File: config.mk
export PLATFORM = sky130hd
export DESIGN_NAME = mp_fifo_flat
export DESIGN_NICKNAME = d
export VERILOG_FILES = /design/src/rtl/mp_fifo_pkg.sv /design/src/rtl/mp_fifo_if.sv /design/src/rtl/mp_fifo_lane_mask.sv /design/src/rtl/mp_fifo.sv /design/src/flat_wrapper.sv
export SDC_FILE = /design/constraint.sdc
export NUM_CORES = 1
export LEC_CHECK = 0
export CAP_MARGIN = 20
export CORE_ASPECT_RATIO = 1.2
export CORE_MARGIN = 10
export CORE_UTILIZATION = 40
export DETAILED_ROUTE_END_ITERATION = 6
export PLACE_DENSITY = 0.58
export SYNTH_ARGS = -nofsm -noshare
export SYNTH_HDL_FRONTEND = slang
export SYNTH_SLANG_ARGS = --single-unit
File: constraint.sdc
create_clock -name clk -period 6.3 [get_ports clk]
set_input_delay 0.63 -clock clk [delete_from_list [all_inputs] [get_ports clk]]
set_output_delay 0.63 -clock clk [all_outputs]
set_load 0.03 [all_outputs]
File: src/rtl/mp_fifo_pkg.sv
// Shared helpers for the multi-port FIFO: lane-enable counting and contiguity checks.
package mp_fifo_pkg;

    // Widest enable vector the helpers accept; callers zero-extend narrower vectors.
    localparam int MAX_LANES = 16;

    function automatic int popcount_contig(input logic [MAX_LANES-1:0] v);
        int  n;
        logic run;
        n   = 0;
        run = 1'b1;
        for (int i = 0; i < MAX_LANES; i++) begin
            run = run & v[i];
            if (run) n++;
        end
        return n;
    endfunction

    // True when the set bits form an unbroken run starting at bit 0 (including all-zero).
    function automatic logic is_contig(input logic [MAX_LANES-1:0] v);
        logic [MAX_LANES-1:0] nxt;
        nxt = v + 1'b1;
        return (v & nxt) == '0;
    endfunction

endpackage

File: src/rtl/mp_fifo_if.sv
// Producer/consumer bundle for mp_fifo; the FIFO takes the slave modport.
interface mp_fifo_if #(
    parameter int WIDTH    = 32,
    parameter int DEPTH    = 8,
    parameter int NUM_PUSH = 2,
    parameter int NUM_POP  = 2
);
    localparam int CW = $clog2(DEPTH + 1);

    logic                      flush;
    logic [NUM_PUSH-1:0]       push_en;
    logic [NUM_PUSH*WIDTH-1:0] push_data;
    logic [NUM_PUSH-1:0]       push_ready;
    logic [NUM_POP-1:0]        pop_en;
    logic [NUM_POP*WIDTH-1:0]  pop_data;
    logic [NUM_POP-1:0]        pop_valid;
    logic [CW-1:0]             count;
    logic                      err;

    modport master (
        output flush, push_en, push_data, pop_en,
        input  push_ready, pop_data, pop_valid, count, err
    );

    modport slave (
        input  flush, push_en, push_data, pop_en,
        output push_ready, pop_data, pop_valid, count, err
    );
endinterface

File: src/rtl/mp_fifo_lane_mask.sv
// Thermometer mask: lane i is set while value exceeds i.
module lane_mask #(
    parameter int N  = 2,
    parameter int VW = 4
) (
    input  logic [VW-1:0] i_value,
    output logic [N-1:0]  o_mask
);
    always_comb begin
        for (int i = 0; i < N; i++) begin
            o_mask[i] = int'(i_value) > i;
        end
    end
endmodule

File: src/rtl/mp_fifo.sv
// Multi-port circular-buffer FIFO with occupancy-based ready/valid lanes and synchronous flush.
// Optional sticky protocol-error flag enabled by defining MP_FIFO_ERR_EN.
module mp_fifo
    import mp_fifo_pkg::*;
#(
    parameter int WIDTH    = 32,
    parameter int DEPTH    = 8,
    parameter int NUM_PUSH = 2,
    parameter int NUM_POP  = 2
) (
    input  logic        clk,
    input  logic        rst_n,
    mp_fifo_if.slave    bus
);
    localparam int PW = $clog2(DEPTH);
    localparam int CW = $clog2(DEPTH + 1);

    logic [WIDTH-1:0]    r_mem [DEPTH];
    logic [PW-1:0]       r_head;
    logic [PW-1:0]       r_tail;
    logic [CW-1:0]       r_count;

    logic [CW-1:0]       w_free;
    logic [NUM_PUSH-1:0] w_push_ready;
    logic [NUM_POP-1:0]  w_pop_valid;
    logic [NUM_PUSH-1:0] w_push_acc;
    logic [NUM_POP-1:0]  w_pop_acc;
    logic [CW-1:0]       w_npush;
    logic [CW-1:0]       w_npop;
    logic [PW-1:0]       w_slot [NUM_PUSH];

    assign w_free = CW'(DEPTH) - r_count;

    lane_mask #(.N(NUM_PUSH), .VW(CW)) u_push_mask (.i_value(w_free),  .o_mask(w_push_ready));
    lane_mask #(.N(NUM_POP),  .VW(CW)) u_pop_mask  (.i_value(r_count), .o_mask(w_pop_valid));

    assign w_push_acc = bus.push_en & w_push_ready;
    assign w_pop_acc  = bus.pop_en  & w_pop_valid;

    // Accepted push lanes are packed into consecutive slots in lane order, so a stray gap
    // in push_en never leaves a hole in the buffer.
    // NOTE: blocking '=' is correct here; the running count is read back within the same pass.
    always_comb begin
        w_npush = '0;
        for (int i = 0; i < NUM_PUSH; i++) begin
            w_slot[i] = r_tail + PW'(w_npush);
            if (w_push_acc[i]) w_npush = w_npush + 1'b1;
        end
    end

    always_comb begin
        w_npop = '0;
        for (int i = 0; i < NUM_POP; i++) begin
            if (w_pop_acc[i]) w_npop = w_npop + 1'b1;
        end
    end

    // NOTE: the storage array has no reset; the count alone decides which slots hold data.
    always_ff @(posedge clk) begin
        for (int i = 0; i < NUM_PUSH; i++) begin
            if (w_push_acc[i] && !bus.flush) r_mem[w_slot[i]] <= bus.push_data[i*WIDTH +: WIDTH];
        end
    end

    always_ff @(posedge clk or negedge rst_n) begin
        if (!rst_n) begin
            r_head  <= '0;
            r_tail  <= '0;
            r_count <= '0;
        end else if (bus.flush) begin
            r_head  <= '0;
            r_tail  <= '0;
            r_count <= '0;
        end else begin
            r_tail  <= r_tail + PW'(w_npush);
            r_head  <= r_head + PW'(w_npop);
            r_count <= r_count + w_npush - w_npop;
        end
    end

    always_comb begin
        for (int i = 0; i < NUM_POP; i++) begin
            bus.pop_data[i*WIDTH +: WIDTH] = r_mem[r_head + PW'(i)];
        end
    end

    assign bus.push_ready = w_push_ready;
    assign bus.pop_valid  = w_pop_valid;
    assign bus.count      = r_count;

`ifdef MP_FIFO_ERR_EN
    logic r_err;
    logic w_err_now;

    assign w_err_now = (|(bus.push_en & ~w_push_ready))
                     | (|(bus.pop_en & ~w_pop_valid))
                     | ~is_contig(MAX_LANES'(bus.push_en))
                     | ~is_contig(MAX_LANES'(bus.pop_en));

    // Sticky until reset; flush deliberately leaves it set so a squash cannot hide a violation.
    always_ff @(posedge clk or negedge rst_n) begin
        if (!rst_n)         r_err <= 1'b0;
        else if (w_err_now) r_err <= 1'b1;
    end

    assign bus.err = r_err;
`else
    assign bus.err = 1'b0;
`endif

endmodule

File: src/flat_wrapper.sv
// flat-port wrapper written by rule: the top's interface ports become plain ports
module mp_fifo_flat import mp_fifo_pkg::*;
#(
    parameter int WIDTH    = 32,
    parameter int DEPTH    = 8,
    parameter int NUM_PUSH = 2,
    parameter int NUM_POP  = 2
)
  (clk, rst_n, bus_flush, bus_push_en, bus_push_data, bus_pop_en, bus_push_ready, bus_pop_data, bus_pop_valid, bus_count, bus_err);
  mp_fifo_if #(.WIDTH(WIDTH), .DEPTH(DEPTH), .NUM_PUSH(NUM_PUSH), .NUM_POP(NUM_POP)) bus_i ();
  input  logic clk;
  input  logic rst_n;
  input wire logic [$bits(bus_i.flush)-1:0] bus_flush;
  input wire logic [$bits(bus_i.push_en)-1:0] bus_push_en;
  input wire logic [$bits(bus_i.push_data)-1:0] bus_push_data;
  input wire logic [$bits(bus_i.pop_en)-1:0] bus_pop_en;
  output wire logic [$bits(bus_i.push_ready)-1:0] bus_push_ready;
  output wire logic [$bits(bus_i.pop_data)-1:0] bus_pop_data;
  output wire logic [$bits(bus_i.pop_valid)-1:0] bus_pop_valid;
  output wire logic [$bits(bus_i.count)-1:0] bus_count;
  output wire logic [$bits(bus_i.err)-1:0] bus_err;
  assign bus_i.flush = bus_flush;
  assign bus_i.push_en = bus_push_en;
  assign bus_i.push_data = bus_push_data;
  assign bus_i.pop_en = bus_pop_en;
  assign bus_push_ready = bus_i.push_ready;
  assign bus_pop_data = bus_i.pop_data;
  assign bus_pop_valid = bus_i.pop_valid;
  assign bus_count = bus_i.count;
  assign bus_err = bus_i.err;
  mp_fifo #(.WIDTH(WIDTH), .DEPTH(DEPTH), .NUM_PUSH(NUM_PUSH), .NUM_POP(NUM_POP)) u_core (.clk(clk), .rst_n(rst_n), .bus(bus_i));
endmodule
After elaboration in Yosys (flattened, before gate mapping)
Memories as Yosys holds them, arrays and structs flattened.
Cells that the tools add are included.
Storage, ports and cells
  logic and storage cells: 33
  register bits after elaboration: 10
  memory bits (writable): 256
  output and inout port bits: 73
  memories: 1
  bits of input ports: 71
Memories
  u_core.r_mem: words 8, width 32, rd ports 2, clocked after memory_dff 0, write ports 2, RTL line mp_fifo.sv:18  | logic [WIDTH-1:0] r_mem [DEPTH];
Cells by class
  add/subtract/negate cells: 9
  reductions and logical operators: 3
  bitwise gates (word level): 2
  mux-type cells: 11
  order comparisons: 4
Operators with widths (number)
  > comparator 4 x 1 -> 1 bit, second input constant: 4
  2-to-1 mux 4 bit: 3
  adder 3 bit: 2
  2-to-1 mux 1 bit: 6
  2-to-1 mux 3 bit: 2
  adder 1 x 1 -> 2 bit, second input constant: 2
  adder 4 bit: 1
  bitwise AND 2 bit: 2
  subtractor 4 bit: 1
  subtractor 4 bit, first input constant: 1
  adder 3 x 1 -> 3 bit: 1
  adder 3 x 1 -> 3 bit, second input constant: 1
  logical AND 1 bit: 2
  logical NOT 1 bit: 1

Depth between registers and ports, before layout
  depth in word-level cells: 9
  depth in mapped cells: 12

By module
A second synthesis with hierarchy kept.
Second synthesis, totals
  cells, all modules: 878
  area, all modules: 16118.0 um^2
By module, submodules not included
  mp_fifo: cells an instance 874, sequential area each 7937.6 um^2, times used 1, area each 16087.9 um^2
  lane_mask: cells an instance 2, sequential area each 0.0 um^2, times used 2, area each 15.0 um^2

Worst setup path before layout
OpenSTA, ideal clock, no wires.
  kind: register to register
  from: reg u_core.r_count[1], in the netlist u_core.bus.count[1]
  to: mem u_core.r_mem[1][0] (enable)
  clock period less this slack: 4.404 ns
  path slack: 1.896 ns
  data required time: 5.834 ns
  cell stages (with the launch flop): 11
  path buffers: 3
  arrival: 3.939 ns
  cell sequence: dfrtp_1 -> or4b_1 -> buf_6 -> buf_12 -> and2_1 -> ha_1 -> ha_1 -> xnor2_2 -> nand4_4 -> buf_12 -> o21ai_0
RTL lines
  start, declared: RTL line mp_fifo.sv:21  | logic [CW-1:0] r_count;
  start signal, assigned: RTL line mp_fifo.sv:77  | r_count <= r_count + w_npush - w_npop;
  end, declared: RTL line mp_fifo.sv:18

==> results.json <==
{
  "via_per_inst": 5.70,
  "clkTransAtPathRegs_ns": 0.06,
  "hold_violations": 0,
  "synth_commonest_cells": "256 x edfxtp_1, 205 x mux2_2, 128 x mux4_2",
  "antenna_found_initial": 2,
  "cts_sinks": 266,
  "n_antenna_cell": 0,
  "cts-buffers-inserted": 29,
  "ys_warn_count": 0,
  "cp_max_fo": 33,
  "cts_setup_buffers": 0,
  "gr-total-overflow": 0,
  "die_w_um": 203,
  "globalplace.congestion": 0.747,
  "cp.required_ns": 6.51,
  "synthAdderAreaFrac_pct": 1.42,
  "period_share_pct": 74.4,
  "first_global_vias": 9802,
  "drv_slew": 0,
  "clock.fmax_mhz": 213,
  "die_h_um": 240,
  "cts_hold_buf": 0,
  "crit_path_frequent_cell": "ha_1",
  "synth-main-ff-cell": "edfxtp_1",
  "synthesis.nets": 948,
  "crit_chain": "or4b_1 > and2_1 > ha_1 > ha_1 > xnor2_2 > nand4_4 > o31ai_4 > buf_4",
  "syn2layout_area_growth_pct": 17.1,
  "worst-slew-pin-transition_ns": 1.10,
  "p_leak_nw": 6.64,
  "tritoncts": "built",
  "multiInputGateArea_mm2": 0.00776,
  "port_buffers": 142,
  "drtIter0Drc": 522,
  "async_reset_ff_share_pct": 3.76,
  "drive_gt1_share_pct": 53.1,
  "num_io_pins": 144,
  "clockRootBuffer": "clkbuf_16",
  "cts_max_level": 1,
  "n_fill_cell": 3458,
  "cp.arrival_ns": 4.90,
  "die_area_mm2": 0.0489,
  "finalClockSkew_ns": 0.00530,
  "hpwl_um": 26300,
  "cp_num_buf_inv": 1,
  "synthCells": 861,
  "setup-tns-final_ns": 0,
  "synthTopCellsByArea": "edfxtp_1 48%, mux4_2 18%, mux2_2 14%",
  "synth_area_leader_cell": "edfxtp_1",
  "grt_pass1_wl_um": 62100,
  "power_density_mw_per_mm2": 454,
  "yosysUniqueCellTypes": 37,
  "synth_top_family_by_area": "multiplexers",
  "track_usage_pct": 16.7,
  "cp_top_family": "simple AND/OR/NAND/NOR gates",
  "yosysSeqAreaShare_pct": 49.1,
  "placed_area_mm2": 0.0180,
  "synth-simple-area-share_pct": 2.12,
  "stdcell_area_mm2": 0.0189,
  "cp_slowest_cell": "or4b_1",
  "fin_crit_ns": 4.69,
  "core_area_mm2": 0.0398,
  "synth-edff-count": 256,
  "clk_latency_ns": 0.54,
  "synth_compound_area_share_pct": 0.356,
  "synth_top_area_share_pct": 47.6,
  "grt_max_degree": 55,
  "synth.ff_latch_count": 266,
  "rows": 80,
  "peakVddDrop_mv": 0.429,
  "drtPass1Iterations": 4,
  "antenna_left": 0,
  "rsz0062_at_grt": "no",
  "synth_xor_area_share_pct": 0.418,
  "startpoint_type": "register",
  "hp-class": "primary input to asynchronous set/reset pin",
  "via_count": 8805,
  "setup_viol": 0,
  "max-cap-violations": 0,
  "synth.most_common_cell": "edfxtp_1",
  "avgSynthCellArea_um2": 18.8,
  "relSlewSlack_pct": 26.2,
  "post_cts_resize_count": 0,
  "status": "completed",
  "drcViolationCount": 0,
  "endpoint_kind": "register",
  "finalNetCount": 1077,
  "wl_um": 41000,
  "synth_mux_area_share_pct": 42.9,
  "path_class": "register to register",
  "start_util_pct": 40.6,
  "seq_area_mm2": 0.00795,
  "slowest_delay_ns": 0.89,
  "clk_path_buf_depth": 3,
  "synthesis.area_mm2": 0.0162,
  "wl_per_cell_um": 26.6
}
[routing by layer]
layer / track usage, % / vias to the layer above / part of all wire (%)
li1: - / 3845 / -
met1: 19.8 / 4719 / 40
met2: 30.9 / 186 / 54
met3: 2.65 / 51 / 4.2
met4: 4.26 / 4 / 1.9
met5: 0 / - / 0.066
[cell type report]
cell class / instances / area share (%)
flip-flops and latches: 266 / 42.0
multi-input cells: 519 / 41.0
repair buffers: 163 / 8.34
clock buffers: 34 / 3.93
well taps: 533 / 3.52
clock inverters: 19 / 0.985
inverters: 11 / 0.218
[through the flow]
stage	worst slack (ns)	utilization [%]	power [mW]	hold slack, ns	std cells
3_3_place_gp	1.53	45.2	7.04	0.748	1492
5_1_grt	1.32	47.5	9.02	0.431	1545
6_report	1.61	47.5	8.59	0.411	1545
3_5_place_dp	1.47	45.2	7.05	0.749	1492
2_1_floorplan	1.90	-	5.52	0.334	861
4_1_cts	1.46	47.5	8.75	0.408	1545
[final timing paths]
check                                         startpoint                            end  slack (ns)  depth (start not counted)
max                        u_core.bus.count[1]$_DFF_PN0_  u_core.r_mem[2][14]$_DFFE_PP_        1.61                          8
min                                                rst_n     u_core.r_tail[0]$_DFF_PN0_        0.41                          1
max reg2reg                u_core.bus.count[1]$_DFF_PN0_  u_core.r_mem[2][14]$_DFFE_PP_        1.61                          8
min reg2reg                   u_core.r_tail[1]$_DFF_PN0_     u_core.r_tail[1]$_DFF_PN0_        0.75                          3
max in group asynchronous                          rst_n     u_core.r_head[0]$_DFF_PN0_        5.53                          1
min in group clk              u_core.r_tail[1]$_DFF_PN0_     u_core.r_tail[1]$_DFF_PN0_        0.75                          3
[cells by family after synthesis]
group	after synthesis
multiplexers	449
flip-flops	266
buffers and inverters	76
AND/OR/NAND/NOR	37
adder cells (fa/ha/maj)	16
AO/OA/AOI/OAI	10
XOR/XNOR	6
other	1
[where the power goes]
part | internal [mW] | switching, mW | leakage (nW)
Sequential | 2.25 | 0.205 | 2.45
Clock | 1.00 | 0.679 | 0.462
Combinational | 2.17 | 2.29 | 3.73
Total | 5.42 | 3.17 | 6.64
[state kept, by name (all words and copies together) (netlist names)]
register / flops
u_core.bus.count: 4
u_core.r_head: 3
u_core.r_mem: 256
u_core.r_tail: 3
[cells in the final DEF, fill, tap and decap left out, drive strengths merged, types with 3 or more instances in the layout]
cell / synthesis / final
and2: 4 / 4
buf: 51 / 21
bufinv: 0 / 4
clkbuf: 14 / 34
clkdlybuf4s50: 0 / 142
clkinv: 0 / 15
dfrtp: 10 / 10
edfxtp: 256 / 256
fa: 4 / 4
ha: 12 / 12
inv: 11 / 11
mux2: 321 / 321
mux4: 128 / 128
nand4: 8 / 8
nand4b: 3 / 3
nor2: 5 / 5
nor2b: 6 / 6
o21ai: 6 / 6
xnor2: 3 / 3
xor2: 3 / 3
(Power assumes the default switching activity.)
